**src/rtl/fpu_ret_collect.sv**
```systemverilog
// fpu_ret_collect: multi-write FIFO collecting u1/u3/u5 FP retire codes, drained one per cycle with issue stall.
// Optional FPU_RET_PERF_EN adds perf_push_cnt / perf_stall_cnt counters.
module fpu_ret_collect #(
    parameter int DEPTH = 16,
    parameter int PTRW  = 4
) (
    input  logic            clk,
    input  logic            rst,
    input  logic [13:0]     u1_ret,
    input  logic            u1_ret_en,
    input  logic [13:0]     u3_ret,
    input  logic            u3_ret_en,
    input  logic [13:0]     u5_ret,
    input  logic            u5_ret_en,
    output logic            out_vld,
    input  logic            out_rdy,
    output logic [13:0]     out_ret,
    output logic [1:0]      out_port,
    output logic            fp_stall,
    output logic            ovf_err,
    output logic [PTRW:0]   count
`ifdef FPU_RET_PERF_EN
    ,
    output logic [31:0]     perf_push_cnt,
    output logic [31:0]     perf_stall_cnt
`endif
);
    logic [13:0]   mem_ret  [DEPTH];
    logic [1:0]    mem_port [DEPTH];
    logic [PTRW-1:0] rd_ptr, wr_ptr;
    logic [PTRW:0] free, k3, k5, nreq, nacc, count_next;
    logic          pop, acc1, acc3, acc5;

    assign out_vld  = count != '0;
    assign out_ret  = out_vld ? mem_ret[rd_ptr] : 14'd0;
    assign out_port = out_vld ? mem_port[rd_ptr] : 2'd0;
    assign pop      = out_vld & out_rdy;

    // k3/k5 are the compacted slot offsets; an entry is accepted only if its offset fits in free space
    always_comb begin
        free       = (PTRW+1)'(DEPTH) - count + (PTRW+1)'(pop);
        k3         = (PTRW+1)'(u1_ret_en);
        k5         = k3 + (PTRW+1)'(u3_ret_en);
        nreq       = k5 + (PTRW+1)'(u5_ret_en);
        acc1       = u1_ret_en && free > '0;
        acc3       = u3_ret_en && free > k3;
        acc5       = u5_ret_en && free > k5;
        nacc       = (PTRW+1)'(acc1) + (PTRW+1)'(acc3) + (PTRW+1)'(acc5);
        count_next = count + nacc - (PTRW+1)'(pop);
    end

    always_ff @(posedge clk) begin
        if (acc1) begin
            mem_ret[wr_ptr]  <= u1_ret;
            mem_port[wr_ptr] <= 2'd0;
        end
        if (acc3) begin
            mem_ret[wr_ptr + k3[PTRW-1:0]]  <= u3_ret;
            mem_port[wr_ptr + k3[PTRW-1:0]] <= 2'd1;
        end
        if (acc5) begin
            mem_ret[wr_ptr + k5[PTRW-1:0]]  <= u5_ret;
            mem_port[wr_ptr + k5[PTRW-1:0]] <= 2'd2;
        end
    end

    always_ff @(posedge clk) begin
        if (rst) begin
            rd_ptr   <= '0;
            wr_ptr   <= '0;
            count    <= '0;
            fp_stall <= 1'b0;
            ovf_err  <= 1'b0;
        end else begin
            rd_ptr   <= rd_ptr + PTRW'(pop);
            wr_ptr   <= wr_ptr + nacc[PTRW-1:0];
            count    <= count_next;
            fp_stall <= count_next >= (PTRW+1)'(DEPTH - 6);
            ovf_err  <= ovf_err | (nreq > nacc);
        end
    end

`ifdef FPU_RET_PERF_EN
    always_ff @(posedge clk) begin
        if (rst) begin
            perf_push_cnt  <= '0;
            perf_stall_cnt <= '0;
        end else begin
            perf_push_cnt  <= perf_push_cnt + 32'(nacc);
            perf_stall_cnt <= perf_stall_cnt + 32'(fp_stall);
        end
    end
`endif
endmodule

```
**config.mk**
```make
export PLATFORM = sky130hd
export DESIGN_NAME = fpu_ret_collect
export DESIGN_NICKNAME = d
export VERILOG_FILES = /design/src/rtl/fpu_ret_collect.sv
export SDC_FILE = /design/constraint.sdc
export NUM_CORES = 1
export LEC_CHECK = 0
export ABC_CLOCK_PERIOD_IN_PS = 6350
export BUFFER_PORTS_ARGS = -buffer_cell sky130_fd_sc_hd__buf_2
export CAP_MARGIN = 20
export CORE_UTILIZATION = 50
export DETAILED_ROUTE_END_ITERATION = 10
export PLACE_DENSITY = 0.73
export SLEW_MARGIN = 25
export SYNTH_ARGS = -nofsm -noshare
export SYNTH_HDL_FRONTEND = slang
export SYNTH_SLANG_ARGS = --single-unit
```
**constraint.sdc**
```tcl
create_clock -name clk -period 6.35 [get_ports clk]
set_input_delay 0 -clock clk [delete_from_list [all_inputs] [get_ports clk]]
set_output_delay 0 -clock clk [all_outputs]
set_load 0.02 [all_outputs]
```
==> results.md, run 1 <==
* Status: finished clean
* Multi-input logic area at 9927 um^2
* Row Count at 70
* Drt drc at 0
* Critical Path Sink: fp_stall$_SDFF_PP0_
* Post-cts gate resize count at 0
* CP Depth at 22
* Syn_nets at 1822
* CP Class: register to register
* Bufs and invs on worst path at 5
* Post-CTS setup buffer count at 0
* Crit end category: register
* Distinct cells, synth at 65
* Hpwl dp at ~42 mm
* Initial antenna violation count at 6
* Leading cell types in the layout, fill and taps excluded: edfxtp_1 (224), o21ai_0 (215), a211oi_1 (210), mux2i_1 (210), nand2_1 (174)
* Most common cell after layout, fill and taps aside: edfxtp_1
* Worst skew pair latency at 590 ps
* CP most frequent cell: ha_1
* Grt ovf at 0
* Pwr per Cell Area at 462.3 nW/um^2
* Switching portion of total power at 44.19%
* Die Ht at 195.1 um
* Final wirelength at 69.30 mm
* FF-to-FF path depth at 22
* Peak supply drop at 0.0003128 V
* PortBufs at 71
* Worst EP required at around 6800 ps
* Initial DRC Count at ~2500
* Pin count of the biggest net entering global routing at 58
* Clock Skew at 22.98 ps
* Global-route wire length before repair at 100.6 mm
* Setup TNS Final at 0 ps
* Cts hold-fix bufs at 30
* Syn_area_per_cell at 10.68 um^2
* Root cell of the clock tree: clkbuf_16
* Final hold vios at 0
* Max Freq at 0.1748 GHz
* Fill count at 3092
* Leak at a little over 8 nW
* Int Pwr at roughly 5.3 mW
* Post-Synthesis Cells at ~1700
* CTS tree: built
* Place WS at about 660 ps
* Layout Utilization at 55.78%
* Antenna Nets Post-Route at 0
* Final min period at 5719 ps
* Top Family by Delay on Critical Path: adder cells
* Tightest Hold Check Type: primary input to register
* Worst slew pin tran at 1153 ps
* Die area at 38060 um^2
* Post-layout nets at 1821
* Max-Cap Viols at 0
* Area grow syn2layout at 9.544%
* Total GRT Usage at 36.10%
* Slew Viols, Final at 0
* Mapped Area at 18640 um^2
* Net Switching at 4.172 mW
* Starting Density at 50.92%
* Worst slew margin at 23.11%
* Unrepaired setup endpoints after global routing: no
* Ys flop type: edfxtp_1
* Clock power share at 19.4%
* WHS at 26.70 ps
* EDFF count, synth at between 200 and 250
* Setup violations, final at 0
* Worst-path clk slew at 60 ps
* Ys async rst share at 0%
* Pre-Repair DR Iteration Count at 6
* CTS Sinks at 271
* Critical Path Source: count[3]$_SDFF_PP0_
* Vias in the first global route at 15380
* R2r setup slk at around 630 ps
* Slowest stage cell on the critical path: or4b_2
* Gp weighted congestion at roughly 0.96
* Vias at 16190
* Reg2Reg Launch Point: count[3]$_SDFF_PP0_
* Worst Setup Start Kind: register
* Share of cells above drive strength 1 at between 10% and 20%
* Reg2reg end: fp_stall$_SDFF_PP0_
* Top fanout value on the critical path at 32
* Sequential share of power at 30.1%
* Max clock buf depth at 3
* Std-Cell Core Area at 36610 um^2
* CP Cell Sequence: inv_1, ha_1, or4b_2, nand2_1, ha_1, inv_1, ha_1, ha_1, nor2b_1, a2bb2oi_1, o31a_4, inv_4, fa_1, xnor2_1, ha_1, inv_1, fa_1, inv_1, a21oi_1, o21bai_1, xnor2_1, o2bb2ai_1
* CTS buffer count at 30
* Period Utilization, post-route at around 90%
* Hold depth at 4
* Ports at 72
* Worst Path Arrival at a little over 6000 ps
* Vias per cell at between 7 and 8
* FF+latch area at 7672 um^2
* CTS H-tree depth at 1
* Comb power frac at 50.5%
* Routed WL per cell at 30.97 um
* Total of warnings raised by yosys at 0
* Slowest stage delay, CP at 820 ps
* Chip Width at 195.1 um
* Post-synthesis sequential area ratio at 41.13%
* Register bit total from synthesis at approximately 270
* Final setup margin at 630.6 ps
## state kept, by name (all words and copies together), names as in the netlist
name      flops
mem_ret     224
count         5
fp_stall      1
ovf_err       1
rd_ptr        4
mem_port     32
wr_ptr        4
## Yosys cell counts (24+ instances only)
master,number,share of area (%)
a211oi_1,210,8.5
and2_1,75,2.5
buf_2,52,1.4
clkbuf_1,100,2.0
dfxtp_1,47,5.0
edfxtp_1,224,36
inv_1,33,0.66
mux2i_1,210,11
mux4_2,80,9.7
nand2_1,174,3.5
nand3_1,24,0.64
o21ai_0,216,5.8
## layout make-up
type                    instances  area share (%)
inverters                      34          0.6372
well taps                     468           2.867
multi-input cells            1256           48.61
flip-flops and latches        271           37.57
clock buffers                  32           3.811
clock inverters                23           1.207
diodes                          2         0.02451
repair buffers                152           5.269
## stage by stage
stage                     cells  cell area [um^2]  power [mW]
after CTS                  2236             20410       9.257
after detailed placement   2151             19080       7.427
after global routing       2238             20420       9.764
after floorplan            1746             18640       5.981
final                      2238             20420       9.440
after global placement     2151             19080       7.323
## worst min path at each step
| stage | from | to | slack, ps |
|---|---|---|---|
| 2_1_floorplan | rst | count[0]$_SDFF_PP0_ | 70 |
| 3_3_place_gp | rst | count[1]$_SDFF_PP0_ | 360 |
| 3_5_place_dp | rst | count[1]$_SDFF_PP0_ | 360 |
| 4_1_cts | u3_ret[10] | mem_ret[4][10]$_DFFE_PP_ | 20 |
| 5_1_grt | u3_ret[10] | mem_ret[4][10]$_DFFE_PP_ | 60 |
| 6_report | u3_ret[10] | mem_ret[11][10]$_DFFE_PP_ | 30 |
## logic make-up after synthesis
kind of cell             share of synthesized area (%)
AO/OA/AOI/OAI                                    18.40
multiplexers                                     20.94
flip-flops                                       41.13
XOR/XNOR                                        0.5168
adder cells (fa/ha/maj)                          2.121
buffers and inverters                            5.880
AND/OR/NAND/NOR                                  11.01
## per-layer routing
metal	GRT usage, %	vias up	share of wire (%)
li1	-	6765	-
met1	48.20	7737	36
met2	53.28	1394	42
met3	11.07	293	16
met4	17.76	2	5.4
met5	0	-	0.013
## worst min-delay path: stages
cell and delay (ps):
buf_2 100, and2_1 190, a211oi_1 90, mux2i_1 120
## power by group through the flow
stage	clock (mW)	combinational, mW	sequential [mW]
floorplan	0	3.25	2.73
global placement	0	4.47	2.85
detailed placement	0	4.55	2.88
CTS	1.83	4.58	2.85
global route	1.89	4.98	2.89
finish	1.83	4.76	2.85
Note: power is estimated with default switching activity, not from simulation.
==> run 2, diff against run 1 <==
Settings changed: BUFFER_PORTS_ARGS -buffer_cell sky130_fd_sc_hd__buf_2 to default, CELL_PAD_IN_SITES_DETAIL_PLACEMENT from default to 1, CELL_PAD_IN_SITES_GLOBAL_PLACEMENT from default to 2, CORE_UTILIZATION 50 to 44, CTS_BUF_LIST from default to sky130_fd_sc_hd__clkbuf_16, DONT_BUFFER_PORTS from default to 1, PLACE_DENSITY 0.73 to 0.88.
==> run 2 against run 1 <==
  * First-iteration DRC count fell by 13%
  * Critical path depth fell by 6
  * Critical endpoint is now mem_ret[5][4]$_DFFE_PP_
  * Die area rose by 13%
  * Setup slack got worse by 26 ps
  * Sequential power rose by 2%
  * Fmax fell by 0.45%
  * Highest routed layer is now met4
  * Via count rose by 0.41%
  * Total power rose by 1.1%
  * Non-clock buffer count fell by 24
  * Largest power group unchanged
  * Hold slack got worse by 12 ps
  * Largest cell class unchanged
  * Clock power fell by 4%
  * Cell area rose by 0.61%
==> results.md, run 2 (synthesized netlist as in run 1, its figures left out) <==
* Most flop-heavy register: mem_ret
* Reg2reg end: mem_ret[5][4]$_DFFE_PP_
* Top fanout value on the critical path at 32
* Std-Cell Core Area at 41850 um^2
* Max Freq at about 0.17 GHz
* Ports at slightly above 70
* Starting Density at roughly 45%
* Final Instance Area at 20540 um^2
* Tightest Hold Check Type: primary input to register
* CTS buffer count at 30
* Worst slew margin at between 20% and 30%
* Worst slew pin tran at ~1200 ps
* Leak at 8.014 nW
* Pre-Repair DR Iteration Count at 5
* Area grow syn2layout at 10.21%
* Worst Setup Start Kind: register
* Crit end category: register
* Number of flip-flops under the largest register name at 224
* Antenna Nets Post-Route at 0
* Row Count at 75
* Root cell of the clock tree: clkbuf_16
* WHS at 14.49 ps
* Setup violations, final at 0
* Status: finished clean
* Final hold vios at 0
* Post-layout nets at 1797
* Max clock buf depth at 3
* Slowest stage cell on the critical path: o31a_2
* Unrepaired setup endpoints after global routing: no
* CP Class: register to register
* Critical Path Source: count[3]$_SDFF_PP0_
* Final min period at between 5000 and 6000 ps
* CP Cell Sequence: inv_1, ha_1, or4b_2, buf_4, nand2_1, ha_1, inv_1, ha_1, or4b_1, o311a_2, buf_4, o31a_2, buf_4, a211oi_1, dlygate4sd3_1, mux2i_1
* Pin count of the biggest net entering global routing at just under 60
* Max-Cap Viols at 0
* Initial DRC Count at 2158
* Chip Width at 207.8 um
* Initial antenna violation count at 3
* Vias per cell at 7.109
* Peak supply drop at 0.0002892 V
* Overall power at between 9 and 10 mW
* Worst Path Arrival at 6160 ps
* Most common cell after layout, fill and taps aside: edfxtp_1
* Layout Utilization at 49.09%
* Die Ht at 207.8 um
* CTS tree: built
* Routed WL per cell at 33.83 um
* CTS H-tree depth at 1
* Slew Viols, Final at 0
* Grt ovf at 0
* Worst EP required at 6760 ps
* Final wirelength at just under 80 mm
* Die area at 43200 um^2
* Post-cts gate resize count at 0
* Bufs and invs on worst path at 6
* Worst-path clk slew at around 60 ps
* Pwr per Cell Area at approximately 460 nW/um^2
* Leading cell types in the layout, fill and taps excluded: edfxtp_1 (224), o21ai_0 (215), a211oi_1 (210), mux2i_1 (210), nand2_1 (174)
* Top Family by Delay on Critical Path: buffers and inverters
* R2r setup slk at 600 ps
* Period Utilization, post-route at between 90 and 100%
* Critical Path Sink: mem_ret[5][4]$_DFFE_PP_
* PortBufs at 0
* Placed Area at roughly 19000 um^2
* Total GRT Usage at 35.55%
* CP Depth at 16
* Gp weighted congestion at around 0.91
* Fill count at 4490
* Hpwl dp at 48.06 mm
* Cts hold-fix bufs at 73
* Regs by FF count: mem_ret x224, mem_port x32, count x5
* Worst skew pair latency at 590 ps
* Vias at 16260
* Drt drc at 0
* Global-route wire length before repair at 112.8 mm
* CTS Sinks at 271
* Setup TNS Final at 0 ps
* Share of cells above drive strength 1 at 12.89%
* Post-CTS setup buffer count at 0
* Vias in the first global route at 16540
* Slowest stage delay, CP at 790 ps
* Reg2Reg Launch Point: count[3]$_SDFF_PP0_
* FF-to-FF path depth at 16
* Clock Skew at 13.20 ps
==> run 2: changes by cell type in the layout (fill, tap and decap cells not counted), moves of 3 or more <==
cell | previous run | this run
clkinvlp_4 | 5 | 0
buf_4 | 48 | 53
clkinv_2 | 3 | 7
buf_12 | 3 | 0
buf_2 | 71 | 0
dlygate4sd3_1 | 30 | 73
inv_1 | 33 | 41
==> run 2: worst min-delay path by stage <==
stage / from / end / slack [ps] / depth (start not counted)
global placement: rst / rd_ptr[1]$_SDFF_PP0_ / 70 / 1
floorplan: rst / count[0]$_SDFF_PP0_ / 70 / 1
global route: u3_ret[0] / mem_ret[1][0]$_DFFE_PP_ / 40 / 3
finish: u3_ret[6] / mem_ret[9][6]$_DFFE_PP_ / 10 / 3
CTS: u3_ret[6] / mem_ret[9][6]$_DFFE_PP_ / 10 / 3
detailed placement: rst / rd_ptr[1]$_SDFF_PP0_ / 70 / 1
==> run 2: worst register-to-register path, cell delays in order (launching register included) <==
cell and delay, ps:
dfxtp_1 430, inv_1 180, ha_1 210, or4b_2 590, buf_4 270, nand2_1 140
ha_1 190, inv_1 60, ha_1 250, or4b_1 190, o311a_2 350, buf_4 440
o31a_2 800, buf_4 550, a211oi_1 170, dlygate4sd3_1 630, mux2i_1 140
==> run 2: cell type report <==
cell class / count / area [um^2] / share of cell area, %
inverters: 34 / 130.1 / 0.6334
well taps: 539 / 674.4 / 3.283
multi-input cells: 1256 / 9948 / 48.42
flip-flops and latches: 271 / 7676 / 37.36
repair buffers: 128 / 1151 / 5.603
diodes: 3 / 7.507 / 0.03654
clock buffers: 31 / 775.7 / 3.776
clock inverters: 25 / 181.4 / 0.8831
==> run 2: where the power goes <==
group          switching (mW)  total (mW)  internal (mW)  leakage [nW]
Sequential              0.321        2.91           2.59          2.41
Combinational            3.25        4.88           1.63          5.10
Clock                   0.769        1.76          0.996         0.505
Total                    4.33        9.55           5.21          8.01
==> run 2: metrics by stage <==
step                setup WS (ps)  cells
finish                      604.8   2287
global route                311.8   2287
CTS                         711.9   2284
detailed placement          748.9   2155
global placement            851.7   2153
floorplan                    1211   1746
==> run 2: metal layers <==
layer  wire length [um]  share of wire [%]  global-route usage (%)
met1              29850                 39                   47.08
met2              34500                 45                   55.67
met3               7977                 10                   5.946
met4               5031                6.5                   19.51
met5                  0                  0                       0
==> run 3, diff against run 2 <==
--- a/config.mk
+++ b/config.mk
@@ -16,3 +16,3 @@
 export PLACE_DENSITY = 0.88
-export SLEW_MARGIN = 25
+export SLEW_MARGIN = 40
 export SYNTH_ARGS = -nofsm -noshare
==> constraint.sdc (replaced) <==
create_clock -name clk -period 6.35 [get_ports clk]
set_input_delay 1.27 -clock clk [delete_from_list [all_inputs] [get_ports clk]]
set_output_delay 1.27 -clock clk [all_outputs]
set_load 0.02 [all_outputs]
==> run 3 against run 2 <==
  * Combinational power up 0.8%
  * Core utilization down 1.3 points
  * Setup slack better by 8.8 ps
  * Flip-flop and latch count unchanged
  * Largest power group unchanged
  * Highest routed layer unchanged
==> results.md, run 3 (synthesized netlist as in run 1, its figures left out) <==
* Status: finished clean
* Post-cts gate resize count at 0
* Worst skew pair latency at around 600 ps
* Max clock buf depth at 3
* Die area at 43200 um^2
* Slowest stage cell on the critical path: or4b_2
* FF-to-FF path depth at 22
* Comb power frac at 51.0%
* Hold wc startpoint: mem_port[13][1]$_SDFFE_PP1P_
* Chip Width at 207.8 um
* Final hold vios at 0
* WHS at 476.8 ps
* Post-layout nets at roughly 1700
* Period Utilization, post-route at approximately 90%
* CTS buffer count at 31
* Net Switching at 4.407 mW
* Area grow syn2layout at 7.336%
* Gp weighted congestion at 0.9062
* R2r setup slk at 610 ps
* Post-CTS setup buffer count at 0
* Pwr per Cell Area at ~480 nW/um^2
* Drt drc at 0
* Die Ht at about 210 um
* Final Instance Area at between 20000 and 25000 um^2
* Global-route wire length before repair at 111.8 mm
* Layout Utilization at 47.81%
* Ports at 72
* Worst Path Arrival at 6210 ps
* Setup TNS Final at 0 ps
* Final min period at between 5000 and 6000 ps
* Antenna Nets Post-Route at 0
* Hpwl dp at about 50 mm
* CTS H-tree depth at 1
* Grt ovf at 0
* Fill count at 4457
* Worst slew pin tran at 910.0 ps
* Initial antenna violation count at 1
* Vias at between 15000 and 20000
* Clock power share at 19.3%
* Leak at about 7.8 nW
* Top Family by Delay on Critical Path: adder cells
* Share of cells above drive strength 1 at between 10 and 15%
* Regs by FF count: mem_ret x224, mem_port x32, count x5
* Number of flip-flops under the largest register name at 224
* Total GRT Usage at 35.45%
* Starting Density at 44.54%
* Slowest stage delay, CP at 610 ps
* Crit end category: register
* Row Count at 75
* Reg2Reg Launch Point: count[3]$_SDFF_PP0_
* PortBufs at 0
* Routed WL per cell at 34.84 um
* CTS Sinks at between 200 and 300
* Hold path endpoint: mem_port[13][1]$_SDFFE_PP1P_
* Most flop-heavy register: mem_ret
* Cts hold-fix bufs at 0
* CP most frequent cell: ha_1
* Leading cell types in the layout, fill and taps excluded: edfxtp_1 (224), o21ai_0 (215), a211oi_1 (210), mux2i_1 (210), nand2_1 (174)
* Reg2reg end: fp_stall$_SDFF_PP0_
* Vias per cell at 7.210
* Max-Cap Viols at 0
* Std-Cell Core Area at 41850 um^2
* Worst EP required at ~6800 ps
* Unrepaired setup endpoints after global routing: no
* Setup violations, final at 0
* Clock Skew at 9.262 ps
* CTS tree: built
* Root cell of the clock tree: clkbuf_16
* Worst slew margin at 39.26%
* Top fanout value on the critical path at 32
* Slew Viols, Final at 0
* Peak supply drop at approximately 0.00032 V
* Switching portion of total power at 45.66%
* Pin count of the biggest net entering global routing at 58
* Worst-path clk slew at 70 ps
* Final wirelength at 77.27 mm
* Vias in the first global route at 16120
* CP Class: register to register
* Initial DRC Count at 2184
* # diodes at 0
* CP Cell Sequence: inv_1, ha_1, or4b_2, nand2_1, ha_1, inv_1, ha_1, ha_1, nor2b_1, a2bb2oi_1, o31a_4, inv_4, fa_1, xnor2_1, ha_1, inv_1, fa_1, inv_1, a21oi_1, o21bai_1, xnor2_1, o2bb2ai_1
* Hold depth at 2
* Sequential share of power at 29.7%
* Int Pwr at between 5 and 6 mW
* Bufs and invs on worst path at 5
* Pre-Repair DR Iteration Count at 5
* Max Freq at 0.1743 GHz
* Tightest Hold Check Type: register to register
* Placed Area at about 19000 um^2
* Worst Setup Start Kind: register
* Most common cell after layout, fill and taps aside: edfxtp_1
[run 3: cell count changes in the layout (fill, tap and decap cells not counted), moves of 4 or more]
cell and delta:
dlygate4sd3_1 -73, nor3_2 -11, nor3_4 +11, buf_4 +5
clkinv_2 -4
[run 3: layout make-up]
type	count	area [um^2]	share of cell area (%)
multi-input combinational	1256	10030	50.15
inverter	34	130.1	0.6503
clock inverter	26	244.0	1.219
sequential	271	7679	38.38
timing repair buffer	61	471.7	2.357
tap	539	674.4	3.370
clock buffer	31	775.7	3.877
[run 3: worst max path at each step]
stage	startpoint	to	cells past startpoint
after floorplan	count[3]$_SDFF_PP0_	fp_stall$_SDFF_PP0_	25
after global placement	count[3]$_SDFF_PP0_	fp_stall$_SDFF_PP0_	22
after detailed placement	count[3]$_SDFF_PP0_	fp_stall$_SDFF_PP0_	22
after CTS	count[3]$_SDFF_PP0_	fp_stall$_SDFF_PP0_	22
after global routing	count[3]$_SDFF_PP0_	fp_stall$_SDFF_PP0_	22
final	count[3]$_SDFF_PP0_	fp_stall$_SDFF_PP0_	22
[run 3: tightest hold or removal path: cells and delay by family (launching register included)]
family,cells,cell delay (ps)
DFF,1,310
AOI/OAI and AO/OA,1,60
and+or+nand+nor,1,60
[run 3: per-layer routing]
| layer | global-route usage, % | part of all wire (%) | up-vias | wire, um |
|---|---|---|---|---|
| met4 | 19.82 | 6.5 | 0 | 5038 |
| met5 | 0 | 0 | - | 0 |
| li1 | - | - | 6573 | - |
| met1 | 46.57 | 38 | 8005 | 29000 |
| met3 | 6.490 | 11 | 294 | 8698 |
| met2 | 55.37 | 45 | 1120 | 34530 |
[run 3: power by group through the flow]
stage                     clock [mW]  combinational [mW]  sequential [mW]
after floorplan                    0                3.25             2.73
after global routing            1.92                5.10             2.92
after detailed placement           0                4.71             2.90
final                           1.86                4.92             2.87
after global placement             0                4.50             2.87
after CTS                       1.86                4.74             2.87
[run 3: stage by stage]
stage	instances	setup WS, ps	total power [mW]
3_5_place_dp	2161	631.6	7.612
5_1_grt	2218	366.3	9.935
6_report	2218	613.6	9.653
3_3_place_gp	2158	925.4	7.375
4_1_cts	2218	620.9	9.472
2_1_floorplan	1746	1211	5.981
